File: config.mk
export PLATFORM = sky130hd
export DESIGN_NAME = prf_wb_arbiter
export DESIGN_NICKNAME = d
export VERILOG_FILES = /design/src/rtl/core_types_pkg.sv /design/src/rtl/rr_arbiter.sv /design/src/rtl/prf_wb_arbiter.sv
export SDC_FILE = /design/constraint.sdc
export NUM_CORES = 1
export LEC_CHECK = 0
export ABC_CLOCK_PERIOD_IN_PS = 4600
export CAP_MARGIN = 20
export CORE_MARGIN = 1
export CORE_UTILIZATION = 49
export DETAILED_ROUTE_END_ITERATION = 8
export PLACE_DENSITY_LB_ADDON = 0.08
export SETUP_SLACK_MARGIN = 0.4
export SYNTH_ARGS = -nofsm -noshare
export SYNTH_HDL_FRONTEND = slang
export SYNTH_SLANG_ARGS = --single-unit
File: constraint.sdc
create_clock -name CLK -period 4.6 [get_ports CLK]
set_input_delay 0.92 -clock CLK [delete_from_list [all_inputs] [get_ports CLK]]
set_output_delay 0.92 -clock CLK [all_outputs]
set_load 0.005 [all_outputs]
File: src/rtl/core_types_pkg.sv
// core_types_pkg
// Shared core sizing constants for the writeback path plus a small
// modulo-wrap helper used by the round-robin logic.
//   PRF_BANK_COUNT     : number of PRF banks (power of two)
//   LOG_PRF_BANK_COUNT : bank-select width, taken from the PR low bits
//   LOG_PR_COUNT       : physical register index width
//   LOG_ROB_ENTRIES    : ROB index width
//   WB_DATA_W          : writeback data width
package core_types_pkg;

  localparam int PRF_BANK_COUNT     = 4;
  localparam int LOG_PRF_BANK_COUNT = $clog2(PRF_BANK_COUNT);
  localparam int LOG_PR_COUNT       = 7;
  localparam int LOG_ROB_ENTRIES    = 7;
  localparam int WB_DATA_W          = 32;

  // (base + off) mod n for base < n and off < n. Avoids a real divider,
  // so n does not have to be a power of two.
  function automatic int rr_wrap(input int base, input int off, input int n);
    int s;
    s = base + off;
    if (s >= n) s = s - n;
    return s;
  endfunction

endpackage

File: src/rtl/rr_arbiter.sv
// rr_arbiter
// Single-resource round-robin arbiter. Scans req starting at ptr and
// wrapping modulo N; the first asserted request wins.
//   req       in  [N]        request vector
//   ptr       in  [LOG_N]    highest-priority index this cycle (< N)
//   gnt       out [N]        one-hot grant (all zero when nothing requests)
//   gnt_index out [LOG_N]    binary index of the granted request
//   any_gnt   out 1          some request was granted
// The priority pointer itself lives with the caller.
module rr_arbiter
  import core_types_pkg::*;
#(
  parameter int N     = 4,
  parameter int LOG_N = (N > 1) ? $clog2(N) : 1
) (
  input  logic [N-1:0]     req,
  input  logic [LOG_N-1:0] ptr,
  output logic [N-1:0]     gnt,
  output logic [LOG_N-1:0] gnt_index,
  output logic             any_gnt
);

  logic [LOG_N-1:0] w_idx;

  // Walk the rotated order from lowest priority to highest so the last
  // hit, i.e. the one closest to ptr, overwrites everything before it.
  always_comb begin
    gnt       = '0;
    gnt_index = '0;
    any_gnt   = 1'b0;
    w_idx     = '0;
    for (int k = N - 1; k >= 0; k--) begin
      w_idx = LOG_N'(rr_wrap(int'(ptr), k, N));
      if (req[w_idx]) begin
        gnt        = '0;
        gnt[w_idx] = 1'b1;
        gnt_index  = w_idx;
        any_gnt    = 1'b1;
      end
    end
  end

endmodule

File: src/rtl/prf_wb_arbiter.sv
// prf_wb_arbiter
// Shares the PRF bank write ports between REQ_COUNT writeback pipelines.
// Each bank takes one write per cycle; a per-bank round-robin picks the
// winner. Winners see a same-cycle ready; the winning write is registered
// one cycle later onto the bank write port, forward network and ROB
// complete port.
//   CLK                         in   clock
//   nRST                        in   synchronous reset, active high
//   req_WB_valid/data/PR/ROB_index  in   per-requester writeback
//   req_WB_ready                out  combinational accept (valid & granted)
//   write_valid_by_bank         out  registered PRF write enable
//   write_PR_by_bank            out  registered write PR
//   write_data_by_bank          out  registered write data (also forwarded)
//   complete_valid_by_bank      out  registered ROB complete strobe
//   complete_ROB_index_by_bank  out  registered ROB index
module prf_wb_arbiter #(
  parameter int REQ_COUNT       = 4,
  parameter int PRF_BANK_COUNT  = core_types_pkg::PRF_BANK_COUNT,
  parameter int LOG_PR_COUNT    = core_types_pkg::LOG_PR_COUNT,
  parameter int LOG_ROB_ENTRIES = core_types_pkg::LOG_ROB_ENTRIES
) (
  input  logic                                           CLK,
  input  logic                                           nRST,
  input  logic [REQ_COUNT-1:0]                           req_WB_valid,
  input  logic [REQ_COUNT-1:0][31:0]                     req_WB_data,
  input  logic [REQ_COUNT-1:0][LOG_PR_COUNT-1:0]         req_WB_PR,
  input  logic [REQ_COUNT-1:0][LOG_ROB_ENTRIES-1:0]      req_WB_ROB_index,
  output logic [REQ_COUNT-1:0]                           req_WB_ready,
  output logic [PRF_BANK_COUNT-1:0]                      write_valid_by_bank,
  output logic [PRF_BANK_COUNT-1:0][LOG_PR_COUNT-1:0]    write_PR_by_bank,
  output logic [PRF_BANK_COUNT-1:0][31:0]                write_data_by_bank,
  output logic [PRF_BANK_COUNT-1:0]                      complete_valid_by_bank,
  output logic [PRF_BANK_COUNT-1:0][LOG_ROB_ENTRIES-1:0] complete_ROB_index_by_bank
);
  import core_types_pkg::*;

  localparam int LOG_BANKS = $clog2(PRF_BANK_COUNT);
  localparam int LOG_REQ   = $clog2(REQ_COUNT);

  // Per-bank request/grant matrices, indexed [bank][requester].
  logic [PRF_BANK_COUNT-1:0][REQ_COUNT-1:0] w_req_by_bank;
  logic [PRF_BANK_COUNT-1:0][REQ_COUNT-1:0] w_gnt_by_bank;
  logic [PRF_BANK_COUNT-1:0][LOG_REQ-1:0]   w_gnt_idx;
  logic [PRF_BANK_COUNT-1:0]                w_any_gnt;
  logic [REQ_COUNT-1:0]                     w_ready;

  logic [PRF_BANK_COUNT-1:0][LOG_REQ-1:0]         r_rr_ptr;
  logic [PRF_BANK_COUNT-1:0]                      r_wb_valid;
  logic [PRF_BANK_COUNT-1:0][LOG_PR_COUNT-1:0]    r_wb_pr;
  logic [PRF_BANK_COUNT-1:0][31:0]                r_wb_data;
  logic [PRF_BANK_COUNT-1:0][LOG_ROB_ENTRIES-1:0] r_wb_rob;

  // Bank decode: a valid requester targets exactly one bank, picked by the
  // PR low bits, so it can never win on two banks at once.
  always_comb begin
    w_req_by_bank = '0;
    for (int b = 0; b < PRF_BANK_COUNT; b++) begin
      for (int i = 0; i < REQ_COUNT; i++) begin
        w_req_by_bank[b][i] = req_WB_valid[i] &&
          (req_WB_PR[i][LOG_BANKS-1:0] == LOG_BANKS'(b));
      end
    end
  end

  generate
    for (genvar gb = 0; gb < PRF_BANK_COUNT; gb++) begin : g_bank
      rr_arbiter #(
        .N     (REQ_COUNT),
        .LOG_N (LOG_REQ)
      ) u_rr (
        .req       (w_req_by_bank[gb]),
        .ptr       (r_rr_ptr[gb]),
        .gnt       (w_gnt_by_bank[gb]),
        .gnt_index (w_gnt_idx[gb]),
        .any_gnt   (w_any_gnt[gb])
      );
    end
  endgenerate

  // A requester is ready when any bank granted it. Nothing is accepted
  // while reset is held, so the arbiter's grant is masked off here too.
  always_comb begin
    w_ready = '0;
    for (int b = 0; b < PRF_BANK_COUNT; b++) begin
      w_ready = w_ready | w_gnt_by_bank[b];
    end
  end

  assign req_WB_ready = nRST ? '0 : w_ready;

  // Pointer update and output stage. Reset takes priority over any grant,
  // which drops a write accepted on the same edge.
  always_ff @(posedge CLK) begin
    if (nRST) begin
      r_rr_ptr   <= '0;
      r_wb_valid <= '0;
      r_wb_pr    <= '0;
      r_wb_data  <= '0;
      r_wb_rob   <= '0;
    end else begin
      for (int b = 0; b < PRF_BANK_COUNT; b++) begin
        r_wb_valid[b] <= w_any_gnt[b];
        if (w_any_gnt[b]) begin
          // Winner moves to lowest priority; i = REQ_COUNT-1 wraps to 0.
          r_rr_ptr[b]  <= LOG_REQ'(rr_wrap(int'(w_gnt_idx[b]), 1, REQ_COUNT));
          r_wb_pr[b]   <= req_WB_PR[w_gnt_idx[b]];
          r_wb_data[b] <= req_WB_data[w_gnt_idx[b]];
          r_wb_rob[b]  <= req_WB_ROB_index[w_gnt_idx[b]];
        end
      end
    end
  end

  assign write_valid_by_bank        = r_wb_valid;
  assign write_PR_by_bank           = r_wb_pr;
  assign write_data_by_bank         = r_wb_data;
  assign complete_valid_by_bank     = r_wb_valid;
  assign complete_ROB_index_by_bank = r_wb_rob;

endmodule

==> load_flow_metrics.sql <==
INSERT INTO impl_metrics (metric_group, metric, value, unit) VALUES
('drt', 'postRouteAntennaNets', '0', ''),
('drt', 'route.vias.total', '14529', ''),
('pwr', 'maximum_vdd_drop', '0.270', 'mV'),
('logic_synthesis', 'mappedNetlistNets', '1751', ''),
('clock_tree', 'clkSlewWorstSetupHoldPaths', '0.08', 'ns'),
('cells_and_area', 'most_frequent_cells_in_the_layout', '368 x sky130_fd_sc_hd__clkdlybuf4s50_1, 243 x sky130_fd_sc_hd__mux2i_1, 196 x sky130_fd_sc_hd__dfxtp_1, 177 x sky130_fd_sc_hd__nand2_1, 115 x sky130_fd_sc_hd__buf_4', ''),
('timing', 'timing.slew.headroom', '0.420', ''),
('critical_path', 'worst-r2r-cell-count', '10', ''),
('run_status', 'run_status', 'finished, final reports clean', ''),
('logic_synthesis', 'sequential_fraction_of_the_synthesis_area', '0.286', ''),
('clock_tree', 'clkSinkCount', '196', ''),
('cells_and_area', 'layout.cells.non_filler', '2311', ''),
('drt', 'drt-pass1-iter-count', '5', ''),
('cells_and_area', 'layout.filler_cells', '2210', ''),
('die', 'fp.dieArea', '28700', 'um2'),
('logic_synthesis', 'mappedNetlistArea', '13700', 'um2'),
('hold_path', 'worst_hold_path.num_cells', '2', ''),
('timing', 'hold_violations', '0', ''),
('timing', 'finalCriticalPeriod', '4.21', 'ns'),
('pwr', 'power.density_cell_area', '334', 'nW/um2'),
('placed_design', 'io_buffer_count', '385', ''),
('global_route', 'vias_in_the_first_global_route', '13985', ''),
('clock_tree', 'cts_inserted_buffers', '17', ''),
('die', 'core_region_area', '27200', 'um2'),
('global_route', 'grt_overflow_total', '0', ''),
('cells_and_area', 'area_growth', '41.4', '%'),
('clock_tree', 'clk-insertion-delay-late', '0.46', 'ns'),
('timing', 'setup_viol', '0', ''),
('critical_path', 'worst_setup_path_start_kind', 'input port', ''),
('drt', 'dr.first_iter.drc_count', '1217', ''),
('die', 'initial_cell_density_of_the_core', '0.505', ''),
('timing', 'post-route-period-util', '0.916', ''),
('logic_synthesis', 'synthesis.yosys.warnings', '0', ''),
('pwr', 'leak', '8.11', 'nW'),
('logic_synthesis', 'synth_seq_cells', '196', ''),
('critical_path', 'cp.required', '3.68', 'ns'),
('clock_tree', 'tritoncts', 'built', ''),
('timing', 'final_sum_of_negative_setup_slack', '0', 'ns'),
('timing', 'tightestPinTransition', '0.866', 'ns'),
('drt', 'detail_route.wl_per_cell', '23.5', 'um'),
('placed_design', 'routabilityCongestion', '0.997', ''),
('die', 'placement_rows', '60', ''),
('placed_design', 'place.detailed.instances', '2276', ''),
('cells_and_area', 'sequential_cell_area', '3920', 'um2'),
('global_route', 'first_pass_grt_wire_length', '81600', 'um'),
('timing', 'timing.final.max_slew_violations', '0', ''),
('critical_path', 'arrival', '3.29', 'ns'),
('logic_synthesis', 'count_of_mapped_cells_out_of_synthesis', '1533', ''),
('logic_synthesis', 'netlist_cell_types', '74', ''),
('cells_and_area', 'fin_nets', '2143', ''),
('timing', 'clock_skew', '0.0191', 'ns'),
('logic_synthesis', 'postSynthAreaPerCell', '8.94', 'um2'),
('cells_and_area', 'post_route_cell_area', '19400', 'um2'),
('critical_path', 'critical_path.max_fanout', '4', ''),
('job', 'drv.max_cap_violation_count', '0', ''),
('critical_path', 'path_class', 'input port to output port', ''),
('hold_path', 'worstHoldPathType', 'flip-flop to flip-flop', ''),
('cells_and_area', 'final_layout_size_suffix_gt1_frac', '0.176', ''),
('global_route', 'grt_antenna_before_repair', '1', ''),
('logic_synthesis', 'synth_edf_count', '0', ''),
('die', 'die_width', '169', 'um'),
('critical_path', 'critical_path.endpoint_type', 'output port', ''),
('logic_synthesis', 'ys_dominant_reg_cell', 'sky130_fd_sc_hd__dfxtp_1', ''),
('pwr', 'finalPower', '6.48', 'mW'),
('clock_tree', 'cts-htree-levels', '4', ''),
('die', 'die-height', '169', 'um'),
('drt', 'drt_drc_violations_left', '0', ''),
('timing', 'achievable-frequency', '237', 'MHz'),
('placed_design', 'half_perimeter_wire_length_after_detailed_placement', '38200', 'um'),
('global_route', 'grt_max_degree', '61', ''),
('timing', 'fin_hold_ws', '0.451', 'ns'),
('die', 'ios', '386', ''),
('clock_tree', 'cts.root.buffer_cell', 'sky130_fd_sc_hd__clkbuf_16', ''),
('placed_design', 'placement.cell_area', '18600', 'um2'),
('drt', 'route.final.wire_length', '54300', 'um'),
('cells_and_area', 'layout_commonest_cell', 'sky130_fd_sc_hd__clkdlybuf4s50_1', ''),
('global_route', 'groute.usage.overall', '0.368', ''),
('clock_tree', 'cts_max_path_buffers', '2', ''),
('cells_and_area', 'multi_input_logic_area', '9290', 'um2'),
('logic_synthesis', 'async_reset_ff_frac', '0', ''),
('drt', 'via_per_inst', '6.29', ''),
('timing', 'grt_setup_unrepaired', 'false', '');
## per-stage QoR
step	setup slack [ns]	utilization
global route	0.388	0.713
floorplan	0.710	-
global placement	-0.162	0.685
CTS	0.386	0.712
finish	0.388	0.713
detailed placement	-0.224	0.685
## worst max-delay path: stages
cell                            delay (ns)
sky130_fd_sc_hd__dlygate4sd2_1        0.27
sky130_fd_sc_hd__buf_4                0.15
sky130_fd_sc_hd__and3b_1              0.18
sky130_fd_sc_hd__buf_4                0.14
sky130_fd_sc_hd__mux4_2               0.52
sky130_fd_sc_hd__a222oi_1             0.30
sky130_fd_sc_hd__nand3_1              0.11
sky130_fd_sc_hd__and4b_1              0.28
sky130_fd_sc_hd__a31oi_1              0.11
sky130_fd_sc_hd__dlygate4sd2_1        0.31
## path summary, 6_finish.rpt
path,start,end,slack (ns)
worst max-delay path,req_WB_PR[15],req_WB_ready[0],0.39
worst max register to register,r_rr_ptr[3],write_data_by_bank[42],1.27
worst min-delay path,write_data_by_bank[65],write_data_by_bank[65],0.45
worst min register to register,write_data_by_bank[65],write_data_by_bank[65],0.45
## layout make-up
| type | count | share of cell area |
|---|---|---|
| Tap cell | 372 | 0.0240 |
| Sequential cell | 196 | 0.202 |
| Clock buffer | 18 | 0.0227 |
| Clock inverter | 14 | 0.00897 |
| Multi-Input combinational cell | 1179 | 0.479 |
| Antenna cell | 1 | 0.000129 |
| Timing Repair Buffer | 517 | 0.260 |
| Inverter | 14 | 0.00271 |
## where the power goes
group / internal [mW] / switching (mW)
combinational: 1.43 / 1.37
clock: 0.760 / 0.860
sequential: 1.93 / 0.134
total: 4.11 / 2.37
## cells in the mapped netlist (all sizes together) (8+ instances only)
| library cell | instances | area [um2] |
|---|---|---|
| a21boi | 44 | 330 |
| a21oi | 63 | 315 |
| a22oi | 38 | 285 |
| a2bb2oi | 44 | 385 |
| a31oi | 10 | 62.6 |
| and3 | 53 | 337 |
| and3b | 8 | 70.1 |
| buf | 56 | 362 |
| clkbuf | 88 | 332 |
| dfxtp | 196 | 3920 |
| ha | 28 | 350 |
| inv | 13 | 48.8 |
| mux2 | 71 | 800 |
| mux2i | 246 | 2460 |
| mux4 | 8 | 180 |
| nand2 | 181 | 696 |
| nand3 | 16 | 80.1 |
| nand3b | 8 | 60.1 |
| nand4 | 9 | 56.3 |
| nor2 | 34 | 128 |
| nor3 | 10 | 50.1 |
| o211ai | 69 | 703 |
| o21ai | 104 | 521 |
| o221ai | 48 | 427 |
## sequential cells by signal, indices dropped and copies added (netlist names)
name,cells
complete_valid_by_bank,4
complete_ROB_index_by_bank,28
r_rr_ptr,8
write_PR_by_bank,28
write_data_by_bank,128
## what timing repair did
action | 4_1_cts | 5_1_grt
hold buffers | 0 | 0
pin swaps | 5 | 6
endpoints found under the setup margin | 4 | 4
endpoints found under the hold margin | 0 | 0
buffers inserted | 2 | 0
gates resized for setup | 53 | 17
## per-layer routing
layer | GRT usage | part of all wire | routed length, um
met4 | 0.178 | 0.045 | 2450
met3 | 0.0683 | 0.085 | 4610
met2 | 0.622 | 0.47 | 25600
met5 | 0 | 0 | 0
met1 | 0.450 | 0.40 | 21600
## cell families after synthesis
kind of cell,after synthesis,share of synthesized area
adders and majority gates,28,0.0256
buffers and inverters,158,0.0544
xor gates and xnor gates,3,0.00192
AOI/OAI and AO/OA,462,0.249
and+or+nand+nor,361,0.132
DFF,196,0.286
muxes,325,0.251
(Power assumes the default switching activity.)
